--- config.mk ---
export PLATFORM = sky130hd
export DESIGN_NAME = seg7_scan
export DESIGN_NICKNAME = d
export VERILOG_FILES = /design/src/rtl/seg7_scan.sv
export SDC_FILE = /design/constraint.sdc
export NUM_CORES = 1
export LEC_CHECK = 0
export BUFFER_PORTS_ARGS = -buffer_cell sky130_fd_sc_hd__clkbuf_2
export CAP_MARGIN = 10
export CELL_PAD_IN_SITES_DETAIL_PLACEMENT = 0
export CELL_PAD_IN_SITES_GLOBAL_PLACEMENT = 1
export CORE_MARGIN = 2
export CORE_UTILIZATION = 35
export CTS_CLUSTER_SIZE = 16
export DETAILED_ROUTE_END_ITERATION = 6
export GPL_TIMING_DRIVEN = 0
export PLACE_DENSITY = 0.59
export SLEW_MARGIN = 20
export SYNTH_ARGS = -nofsm -noshare
export SYNTH_HDL_FRONTEND = slang
export SYNTH_SLANG_ARGS = --single-unit
--- constraint.sdc ---
create_clock -name clk -period 4.1 [get_ports clk]
set_input_delay 0.205 -clock clk [delete_from_list [all_inputs] [get_ports clk]]
set_output_delay 0.205 -clock clk [all_outputs]
set_load 0.01 [all_outputs]
--- src/rtl/seg7_scan.sv ---
`default_nettype none
// ============================================================================
// Module   : seg7_scan
// Brief    : Time-multiplexed driver for a DIGITS-wide common-anode 7-segment
//            display. Latches a packed hex value, commits it only at frame
//            boundaries, scans one digit per SCAN_DIV clocks, and supports
//            leading-zero suppression, per-digit blanking and blinking.
//            Optional decimal points: define SEG7_SCAN_DP_EN.
// Revision : 1.0 - initial release
// ============================================================================
module seg7_scan #(
  parameter int DIGITS       = 4,
  parameter int SCAN_DIV     = 50000,
  parameter int BLINK_FRAMES = 250
) (
  input  logic                  clk,
  input  logic                  n_rst,
  input  logic [4*DIGITS-1:0]   idat,
  input  logic                  load,
  input  logic                  lzs_en,
  input  logic [DIGITS-1:0]     blank_mask,
  input  logic [DIGITS-1:0]     blink_mask,
`ifdef SEG7_SCAN_DP_EN
  input  logic [DIGITS-1:0]     dp,
  output logic                  odp,
`endif
  output logic [6:0]            odat,
  output logic [DIGITS-1:0]     an,
  output logic                  frame
);

  localparam int c_PW = $clog2(SCAN_DIV);
  localparam int c_IW = (DIGITS > 1) ? $clog2(DIGITS) : 1;
  localparam int c_BW = (BLINK_FRAMES > 1) ? $clog2(BLINK_FRAMES) : 1;

  localparam logic [c_PW-1:0]   c_PRESC_LAST = c_PW'(SCAN_DIV - 1);
  localparam logic [c_IW-1:0]   c_IDX_LAST   = c_IW'(DIGITS - 1);
  localparam logic [c_BW-1:0]   c_BLINK_LAST = c_BW'(BLINK_FRAMES - 1);
  localparam logic [DIGITS-1:0] c_AN_ONE     = DIGITS'(1);

  logic [c_PW-1:0]     r_presc;
  logic [c_IW-1:0]     r_idx;
  logic [c_BW-1:0]     r_blink;
  logic                r_phase;
  logic [4*DIGITS-1:0] r_pend;
  logic                r_pvalid;
  logic [4*DIGITS-1:0] r_disp;
`ifdef SEG7_SCAN_DP_EN
  logic [DIGITS-1:0]   r_pend_dp;
  logic [DIGITS-1:0]   r_disp_dp;
`endif

  logic                w_presc_tc;
  logic                w_wrap;
  logic [DIGITS-1:0]   w_lz_run;
  logic                w_run;
  logic [3:0]          w_digit;
  logic                w_blank;

  // Active-low gfedcba glyph for one hex nibble
  function automatic logic [6:0] f_glyph(input logic [3:0] nib);
    case (nib)
      4'h0:    f_glyph = 7'b1000000;
      4'h1:    f_glyph = 7'b1111001;
      4'h2:    f_glyph = 7'b0100100;
      4'h3:    f_glyph = 7'b0110000;
      4'h4:    f_glyph = 7'b0011001;
      4'h5:    f_glyph = 7'b0010010;
      4'h6:    f_glyph = 7'b0000010;
      4'h7:    f_glyph = 7'b1011000;
      4'h8:    f_glyph = 7'b0000000;
      4'h9:    f_glyph = 7'b0010000;
      4'hA:    f_glyph = 7'b0001000;
      4'hB:    f_glyph = 7'b0000011;
      4'hC:    f_glyph = 7'b1000110;
      4'hD:    f_glyph = 7'b0100001;
      4'hE:    f_glyph = 7'b0000110;
      default: f_glyph = 7'b0001110;
    endcase
  endfunction

  // Frame boundary: last clock of the last digit's slot
  assign w_presc_tc = (r_presc == c_PRESC_LAST);
  assign w_wrap     = w_presc_tc && (r_idx == c_IDX_LAST);
  assign frame      = w_wrap;

  // Prescaler and digit index
  always_ff @(posedge clk or negedge n_rst) begin
    if (!n_rst) begin
      r_presc <= '0;
      r_idx   <= '0;
    end else if (w_presc_tc) begin
      r_presc <= '0;
      r_idx   <= (r_idx == c_IDX_LAST) ? '0 : r_idx + 1'b1;
    end else begin
      r_presc <= r_presc + 1'b1;
    end
  end

  // Blink frame counter; phase toggles every BLINK_FRAMES frames
  always_ff @(posedge clk or negedge n_rst) begin
    if (!n_rst) begin
      r_blink <= '0;
      r_phase <= 1'b0;
    end else if (w_wrap) begin
      if (r_blink == c_BLINK_LAST) begin
        r_blink <= '0;
        r_phase <= ~r_phase;
      end else begin
        r_blink <= r_blink + 1'b1;
      end
    end
  end

  // Pending/display double buffer; a load coinciding with the boundary bypasses pending
  always_ff @(posedge clk or negedge n_rst) begin
    if (!n_rst) begin
      r_pend    <= '0;
      r_pvalid  <= 1'b0;
      r_disp    <= '0;
`ifdef SEG7_SCAN_DP_EN
      r_pend_dp <= '0;
      r_disp_dp <= '0;
`endif
    end else if (w_wrap) begin
      if (load) begin
        r_disp    <= idat;
`ifdef SEG7_SCAN_DP_EN
        r_disp_dp <= dp;
`endif
      end else if (r_pvalid) begin
        r_disp    <= r_pend;
`ifdef SEG7_SCAN_DP_EN
        r_disp_dp <= r_pend_dp;
`endif
      end
      r_pvalid <= 1'b0;
    end else if (load) begin
      r_pend    <= idat;
      r_pvalid  <= 1'b1;
`ifdef SEG7_SCAN_DP_EN
      r_pend_dp <= dp;
`endif
    end
  end

  // w_lz_run[k] = digits k..DIGITS-1 are all zero (and carry no decimal point)
  always_comb begin
    w_lz_run = '0;
    w_run    = 1'b1;
    for (int k = DIGITS - 1; k >= 0; k--) begin
`ifdef SEG7_SCAN_DP_EN
      w_run = w_run && (r_disp[4*k +: 4] == 4'h0) && !r_disp_dp[k];
`else
      w_run = w_run && (r_disp[4*k +: 4] == 4'h0);
`endif
      w_lz_run[k] = w_run;
    end
  end

  assign w_digit = r_disp[{r_idx, 2'b00} +: 4];
  assign w_blank = blank_mask[r_idx]
                 | (blink_mask[r_idx] & r_phase)
                 | (lzs_en & (r_idx != '0) & w_lz_run[r_idx]);

  // Registered segment/anode drive for the digit currently selected
  always_ff @(posedge clk or negedge n_rst) begin
    if (!n_rst) begin
      odat <= 7'h7F;
      an   <= '1;
`ifdef SEG7_SCAN_DP_EN
      odp  <= 1'b1;
`endif
    end else if (w_blank) begin
      odat <= 7'h7F;
      an   <= '1;
`ifdef SEG7_SCAN_DP_EN
      odp  <= 1'b1;
`endif
    end else begin
      odat <= f_glyph(w_digit);
      an   <= ~(c_AN_ONE << r_idx);
`ifdef SEG7_SCAN_DP_EN
      odp  <= ~r_disp_dp[r_idx];
`endif
    end
  end

endmodule
`default_nettype wire

==> results_dict.tcl, run 1 <==
set metrics [dict create \
    arrival_ns 3.34 \
    die_w_microns 105 \
    status "completed" \
    io_buffers 38 \
    synthMuxAreaShare_pct 14.3 \
    grt_max_degree 44 \
    cap_violations 0 \
    htree_levels 3 \
    grt_pass1_vias 2444 \
    vias_per_cell 4.90 \
    drive_gt1_share_pct 27.4 \
    crit_path_end_kind "flip-flop" \
    synthCells 327 \
    cpPeakStageDelay_ns 0.67 \
    first_pass_iters 4 \
    grt_use_met1_pct 21.3 \
    cellLeakagePower_nw 1.90 \
    synth_nets 368 \
    post_cts_resized 0 \
    dieArea_sq_um 11100 \
    synth_ff_type "dfrtp_1" \
    cts_sinks 71 \
    cp-start-kind "flip-flop" \
    power_density_nw_per_um2 369 \
    min_path_type "input port to flip-flop" \
    ant_nets 0 \
    drc 0 \
    cp_slowest_cell "or4b_2" \
    cts_setup_buffers 0 \
    worst_pin_slew_ns 0.744 \
    power_switching_uw 328 \
    post-route-period-util_pct 75.3 \
    finClkSkew_ns 0.0117 \
    p_comb_share_pct 5.4 \
    period_needed_ns 3.09 \
    max_freq_ghz 0.324 \
    async_flop_share_pct 100 \
    grt_pass1_wl_mm 12.6 \
    yosys.area_share.simple_pct 14.6 \
    cts_tree "yes" \
    place_hpwl_mm 5.23 \
    p_sw_share_pct 20.8 \
    gr-total-overflow 0 \
    synth_area_leaders "dfrtp_1, dfstp_2, mux2_2, mux2i_1, nand2_1" \
    wl_per_cell_microns 14.1 \
    clk_latency_ns 0.35 \
    critPathMaxFanout 10 \
    synth_top_family_by_area "simple AND/OR/NAND/NOR gates" \
    gr-usage-met2_pct 19.7 \
    gp_congestion 0.741 \
    avgSynthCellArea_sq_um 11.0 \
    clkPwrFrac_pct 48.3 \
    finalMaxSlewViolations 0 \
    ys_top_cells_by_count "dfrtp_1, nand2_1, mux2_2, mux2i_1, nor2_1" \
    cp_cell_sequence "clkbuf_1 > clkinv_1 > ha_1 > or4b_2 > nor4_1 > a221oi_1 > clkbuf_1 > o21ai_0" \
    area_growth_pct 18.4 \
    use_met3_pct 3.96 \
    core_area_sq_um 10100 \
    power.share.sequential_pct 46.3 \
    cts_root_buffer "clkbuf_8" \
    synth-xor-area-share_pct 3.16 \
    synth_adder_area_share_pct 4.52 \
    ir_drop_uv 134 \
    rsz0062_at_grt "false" \
    finalSetupViolCount 0 \
    synth_top_area_share_pct 41.7 \
    ys_seq_elements 71 \
    synth_edf_count 0 \
    path_common_cell "clkbuf_1" \
    path_clk_slew_ns 0.08 \
    num_vias 2541 \
    antenna_found_initial 0 \
    p_int_mw 1.25 \
    fp.dieH_microns 105 \
    grt-busiest-layer "met1" \
    grt_usage_pct 14.2 \
    numCtsBuffers 9 \
    hold_violations 0 \
    maxSlewHeadroom_pct 50.4 \
    critPathKind "flip-flop to flip-flop" \
    n_fill_cell 1012 \
    power_mw 1.57 \
    yosys.cell_count.top_type "dfrtp_1" \
    synth_area_sq_um 3600 \
    yosys.area.top_type "dfrtp_1" \
    drtIter0Drc 126 \
    final_nets 419 \
    cp.required_ns 4.36 \
    cts_buffer_depth 2 \
    seq_area_frac_synth_pct 49.7 \
    synth_cell_types 49 \
    yosysWarnings 0 \
    io_pins 40 \
    cts_hold_buf 1 \
    synth_compound_gate_area_share_pct 9.87 \
    wl_mm 7.30 \
    num_antenna_cells 0 \
    start_util_pct 35.5 \
    tns_ns 0 \
    rows 37 \
]
[final timing paths]
check / startpoint / to / slack [ns] / depth (start not counted)
hold / removal: idat[12] / r_pend[12] / 0.1 / 2
setup reg to reg: r_idx[0] / odat[0] / 1.01 / 8
hold reg to reg: r_blink[7] / r_blink[7] / 0.49 / 1
max in group asynchronous: n_rst / an[3] / 3.02 / 3
setup / recovery: r_idx[0] / odat[0] / 1.01 / 8
min in group asynchronous: n_rst / r_blink[4] / 0.44 / 2
[cell type report]
cell class	instances	area [sq um]	area share, %
Clock buffer	11	141	3.32
Tap cell	136	170	3.99
Clock inverter	5	129	3.02
Multi-Input combinational cell	233	1670	39.2
Sequential cell	71	1790	42.0
Buffer	12	83.8	1.97
Inverter	11	53.8	1.26
Timing Repair Buffer	40	223	5.22
[registers in the layout, indices dropped and copies added (netlist names)]
signal / cells
odat: 7
an: 4
r_phase: 1
r_presc: 16
r_idx: 2
r_pend: 16
r_blink: 8
r_disp: 16
r_pvalid: 1
[power groups by stage]
stage | sequential (mW) | combinational, mW | clock (mW)
floorplan | 0.744 | 0.0416 | 0
global placement | 0.742 | 0.0833 | 0
detailed placement | 0.743 | 0.0869 | 0
CTS | 0.729 | 0.0879 | 0.781
global route | 0.732 | 0.0954 | 0.810
finish | 0.730 | 0.0844 | 0.761
[through the flow]
stage	hold slack (ns)	cells	util, %	cell area [sq um]	setup slack (ns)
after CTS	0.0847	519	42.0	4260	0.980
after global routing	0.0752	519	42.0	4260	0.682
final	0.0993	519	42.0	4260	1.01
after floorplan	-0.0906	327	-	3600	1.65
after global placement	0.454	501	39.1	3960	1.01
after detailed placement	0.297	502	39.3	3980	1.01
[cells by family after synthesis]
| kind of cell | Yosys count |
|---|---|
| xor gates and xnor gates | 13 |
| muxes | 45 |
| DFF | 71 |
| and+or+nand+nor | 104 |
| adders and majority gates | 13 |
| buffers and inverters | 23 |
| AOI/OAI and AO/OA | 58 |
[metal layers]
metal / share of wire (%) / vias up
met3: 3.9 / 8
li1: - / 1275
met1: 53 / 1212
met4: 1.5 / 0
met2: 41 / 46
met5: 0 / -
[placed cells by master (no fill, tap or decap), types with 3 or more instances in the layout]
cell type   n
nand4_1     4
o21ai_1    14
clkbuf_1    6
mux2i_1    21
mux2_2     21
clkbuf_2   37
o21ai_0    14
o31ai_1     6
a211oi_1    3
bufinv_16   4
and3_1      6
dfrtp_1    60
buf_6       3
nand3_1     9
ha_1       13
inv_1       9
mux4_2      3
nor4_1      5
xor2_1      7
xnor2_1     6
nand2_1    46
dfstp_2    11
clkbuf_8   10
a21oi_1     9
nor2_1     16
nor3_1      6
[worst max-delay path, delay by kind of cell, from the launching register on]
kind	cells	cell delay, ns
AO/OA/AOI/OAI	2	0.36
flip-flops	1	0.37
adder cells (fa/ha/maj)	1	0.33
AND/OR/NAND/NOR	2	1.00
buffers and inverters	3	0.95
No activity file was read; power rests on OpenSTA's default activity.
==> run 2, diff against run 1 <==
Settings changed: PLACE_DENSITY 0.59 to 0.61.
Clock period 4.1 ns to 2.8 ns, I/O delays scaled along.
==> results_dict.tcl, run 2 (synthesis results as in run 1) <==
set metrics [dict create \
    final_nets 418 \
    grt_pass1_wl_mm 12.7 \
    gp_congestion 0.764 \
    drtIter0Drc 137 \
    cts_sinks 71 \
    ant_nets 0 \
    cp-start-kind "flip-flop" \
    n_fill_cell 1014 \
    whs_ns 0.0308 \
    whs_endpoint "r_pend[12]" \
    power_mw 1.91 \
    finalSetupViolCount 0 \
    io_buffers 38 \
    hold_violations 0 \
    core_area_sq_um 10100 \
    htree_levels 3 \
    antenna_found_initial 0 \
    dp.cells 502 \
    drive_gt1_share_pct 28.8 \
    drc 0 \
    finalMaxSlewViolations 0 \
    max_freq_ghz 0.395 \
    arrival_ns 2.81 \
    io_pins 40 \
    finClkSkew_ns 0.0128 \
    clk_latency_ns 0.35 \
    r2r_setup_slack_ns 0.27 \
    grt_pass1_vias 2570 \
    rows 37 \
    crit_path_end_kind "flip-flop" \
    start_util_pct 35.5 \
    power_density_nw_per_um2 457 \
    cts_tree "yes" \
    cpPeakStageDelay_ns 0.69 \
    cap_violations 0 \
    num_vias 2579 \
    final_common_cell "dfrtp_1" \
    wl_per_cell_microns 14.2 \
    ir_drop_uv 205 \
    gr-total-overflow 0 \
    cellLeakagePower_nw 1.85 \
    worst_r2r_path_depth 8 \
    setup_ws_ns 0.265 \
    reg.largest.list "r_disp (16), r_pend (16), r_presc (16)" \
    critPathMaxFanout 10 \
    area_growth_pct 15.8 \
    cp.required_ns 3.07 \
    cts_buffer_depth 2 \
    worst_pin_slew_ns 0.754 \
    fp.dieH_microns 105 \
    wl_mm 7.35 \
    min_path_type "input port to flip-flop" \
    dieArea_sq_um 11100 \
    rsz0062_at_grt "false" \
    die_w_microns 105 \
    num_antenna_cells 0 \
    vias_per_cell 4.98 \
    numCtsBuffers 9 \
    grt_usage_pct 14.5 \
    place_hpwl_mm 5.28 \
    cp_slowest_cell "or4b_2" \
    hold_depth 2 \
    path_clk_slew_ns 0.08 \
    cp_cell_sequence "clkbuf_4 > inv_1 > ha_1 > or4b_2 > nor4_2 > a221oi_1 > clkbuf_1 > o211ai_1" \
    r2r-start "r_idx[1]" \
    post-route-period-util_pct 90.5 \
    critical_path.top_delay_family "simple AND/OR/NAND/NOR gates" \
    mostFrequentLayoutCells "dfrtp_1, nand2_1, clkbuf_2" \
    grt_max_degree 39 \
    maxSlewHeadroom_pct 49.7 \
    cts_root_buffer "clkbuf_8" \
    period_needed_ns 2.53 \
    critPathBufInv 3 \
    critPathKind "flip-flop to flip-flop" \
    path_depth 8 \
    reg2reg_to "odat[1]" \
    status "completed" \
    first_pass_iters 4 \
    min_from "idat[12]" \
    utilization_pct 41.1 \
    finalNonFillerCells 518 \
    pre_cts_ws_ns -0.277 \
]
==> run 2: changes by cell type in the layout (fill, tap and decap cells not counted), sizes merged <==
cell | previous run | this run
clkbuf | 54 | 52
clkinv | 3 | 8
bufinv | 4 | 0
==> run 2: power breakdown <==
group | switching, mW | internal [mW]
sequential | 0.0113 | 1.06
combinational | 0.0631 | 0.0601
clock | 0.396 | 0.318
==> run 2: stage by stage <==
| stage | cell area, sq um | TNS, ns |
|---|---|---|
| 3_5_place_dp | 3980 | -2.36 |
| 6_report | 4170 | 0 |
| 2_1_floorplan | 3600 | 0 |
| 4_1_cts | 4160 | 0 |
| 5_1_grt | 4170 | 0 |
| 3_3_place_gp | 3960 | -2.15 |
==> run 2: layout make-up <==
cell class	instances	area [sq um]	area share, %
sequential	71	1790	43.0
multi-input combinational	233	1680	40.3
timing repair buffer	40	223	5.34
tap	136	170	4.08
clock buffer	10	128	3.06
buffer	11	83.8	2.01
inverter	11	55.1	1.32
clock inverter	6	37.5	0.901
==> run 2: what timing repair did <==
action / CTS / global route
cloned: 0 / 0
gates resized for setup: 2 / 5
setup buffers: 0 / 0
hold buffers: 1 / 0
endpoints found under the setup margin: 10 / 10
endpoints found under the hold margin: 30 / 0
==> run 2: worst max path at each step <==
stage              from  endpoint  slack [ns]
2_1_floorplan  r_idx[0]   odat[1]        0.35
3_3_place_gp   r_idx[0]   odat[0]       -0.26
3_5_place_dp   r_idx[0]   odat[0]       -0.28
4_1_cts        r_idx[1]   odat[0]       0.009
5_1_grt        r_idx[1]   odat[0]        0.08
6_report       r_idx[1]   odat[1]        0.27
==> run 2: routing by layer <==
layer | global-route usage [%] | routed length, microns
met1 | 21.3 | 3790
met2 | 20.3 | 3130
met3 | 3.59 | 282
met4 | 6.00 | 140
met5 | 0 | 0
==> run 2: worst reg2reg max path: stages, from the launching register on <==
cell and delay (ns):
dfrtp_2 0.45, clkbuf_4 0.24, inv_1 0.09, ha_1 0.22
or4b_2 0.69, nor4_2 0.22, a221oi_1 0.16, clkbuf_1 0.25
o211ai_1 0.16
==> run 3, diff against run 2 <==
Settings changed: BUFFER_PORTS_ARGS -buffer_cell sky130_fd_sc_hd__clkbuf_2 to unset, DONT_BUFFER_PORTS set to 1, PLACE_DENSITY 0.61 to 0.57.
==> results_dict.tcl, run 3 (synthesis results as in run 1) <==
set metrics [dict create \
    wl_mm 7.32 \
    post-route-period-util_pct 95.1 \
    cellLeakagePower_nw 1.77 \
    num_antenna_cells 0 \
    cp_slowest_cell "or4b_2" \
    fp.dieH_microns 105 \
    area_growth_pct 15.7 \
    max_freq_ghz 0.375 \
    cp.required_ns 3.07 \
    cp_cell_sequence "clkbuf_2 > inv_1 > ha_1 > or4b_2 > nor4_2 > a221oi_1 > clkbuf_1 > o211ai_1" \
    maxSlewHeadroom_pct 50.9 \
    path_clk_slew_ns 0.08 \
    tns_ns 0 \
    gp_congestion 0.777 \
    hold_violations 0 \
    wl_per_cell_microns 14.8 \
    finClkSkew_ns 0.00874 \
    io_buffers 0 \
    cts_buffer_depth 2 \
    reg.largest.list "r_disp (16), r_pend (16), r_presc (16)" \
    arrival_ns 2.93 \
    finalSetupViolCount 0 \
    cap_violations 0 \
    final_nets 396 \
    dp.cells 463 \
    mostFrequentLayoutCells "dfrtp_1, nand2_1, mux2_2, mux2i_1, dlygate4sd3_1" \
    cts_sinks 71 \
    finalNonFillerCells 496 \
    cts_tree "yes" \
    start_util_pct 35.5 \
    gr-total-overflow 0 \
    placed_cell_area_sq_um 3770 \
    rsz0062_at_grt "false" \
    place_hpwl_mm 5.08 \
    num_vias 2478 \
    status "completed" \
    critPathMaxFanout 10 \
    dieArea_sq_um 11100 \
    numCtsBuffers 9 \
    core_area_sq_um 10100 \
    min_path_type "input port to flip-flop" \
    grt_pass1_vias 2558 \
    ir_drop_uv 205 \
    ant_nets 0 \
    cp-start-kind "flip-flop" \
    grt_usage_pct 14.7 \
    vias_per_cell 5.00 \
    cts_root_buffer "clkbuf_8" \
    period_needed_ns 2.66 \
    crit_path_end_kind "flip-flop" \
    htree_levels 3 \
    n_fill_cell 998 \
    power_density_nw_per_um2 478 \
    io_pins 40 \
    final_cell_area_sq_um 4160 \
    cts_setup_buffers 0 \
    hold_depth 2 \
    worst_pin_slew_ns 0.717 \
    final_common_cell "dfrtp_1" \
    grt_pass1_wl_mm 12.7 \
    worst_r2r_path_depth 8 \
    drtIter0Drc 139 \
    setup_ws_ns 0.137 \
    finalMaxSlewViolations 0 \
    critPathKind "flip-flop to flip-flop" \
    drive_gt1_share_pct 20.0 \
    die_w_microns 105 \
    drc 0 \
    rows 37 \
    grt_max_degree 72 \
    first_pass_iters 4 \
    cpPeakStageDelay_ns 0.68 \
    pre_cts_ws_ns -0.336 \
    clk_latency_ns 0.35 \
    antenna_found_initial 0 \
]
==> run 3: cell types whose count changed in the layout (fill, tap and decap cells not counted), sizes merged <==
cell and change:
clkinvlp +1, clkbuf -38, dlygate4sd3 +16, bufinv +1, clkinv -2
==> run 3: worst paths after layout <==
kind,from,slack [ns],to
max in group asynchronous,n_rst,2.13,an[2]
min,idat[0],0.02,r_disp[0]
max reg2reg,r_idx[1],0.14,odat[1]
min in group asynchronous,n_rst,0.37,r_pend[14]
min reg2reg,r_presc[11],0.50,r_presc[11]
max,r_idx[1],0.14,odat[1]
==> run 3: timing repair <==
| item | CTS | global route |
|---|---|---|
| hold buffers | 18 | 0 |
| gates resized for setup | 3 | 2 |
| hold endpoints to repair | 101 | 0 |
| setup endpoints to repair | 11 | 9 |
| pin swaps | 0 | 0 |
==> run 3: area by class of cell <==
| type | count | area (sq um) | area share, % |
|---|---|---|---|
| clock inverters | 6 | 61.3 | 1.47 |
| plain buffers | 11 | 81.3 | 1.95 |
| clock buffers | 10 | 128 | 3.06 |
| flip-flops and latches | 71 | 1790 | 43.1 |
| multi-input cells | 233 | 1680 | 40.3 |
| well taps | 136 | 170 | 4.09 |
| inverters | 11 | 55.1 | 1.32 |
| repair buffers | 18 | 198 | 4.75 |
==> run 3: critical path, delay by kind of cell, from the launching register on <==
kind,cells,cell delay [ns]
compound gates,2,0.32
buf+inv,3,0.64
flops,1,0.45
simple gates,2,0.93
fa+ha+maj,1,0.23
==> run 3: metrics by stage <==
stage / util, % / hold slack [ns] / total power [mW]
6_report: 41.1 / 0.0182 / 1.99
3_3_place_gp: 37.2 / -0.153 / 1.16
2_1_floorplan: - / -0.156 / 1.15
4_1_cts: 41.0 / 0.00184 / 2.03
3_5_place_dp: 37.2 / -0.153 / 1.17
5_1_grt: 41.1 / 0.0344 / 2.10
==> run 3: per-layer routing <==
| layer | track usage, % | vias to the layer above | part of all wire (%) |
|---|---|---|---|
| met5 | 0 | - | 0 |
| li1 | - | 1225 | - |
| met3 | 3.22 | 12 | 3.7 |
| met1 | 20.7 | 1198 | 51 |
| met2 | 21.1 | 43 | 44 |
| met4 | 7.43 | 0 | 1.7 |
==> run 3: power by group <==
group / internal (mW) / total, mW / switching [mW]
Sequential: 1.06 / 1.07 / 0.0147
Combinational: 0.0598 / 0.117 / 0.0577
Clock: 0.409 / 0.803 / 0.394
Total: 1.53 / 1.99 / 0.466
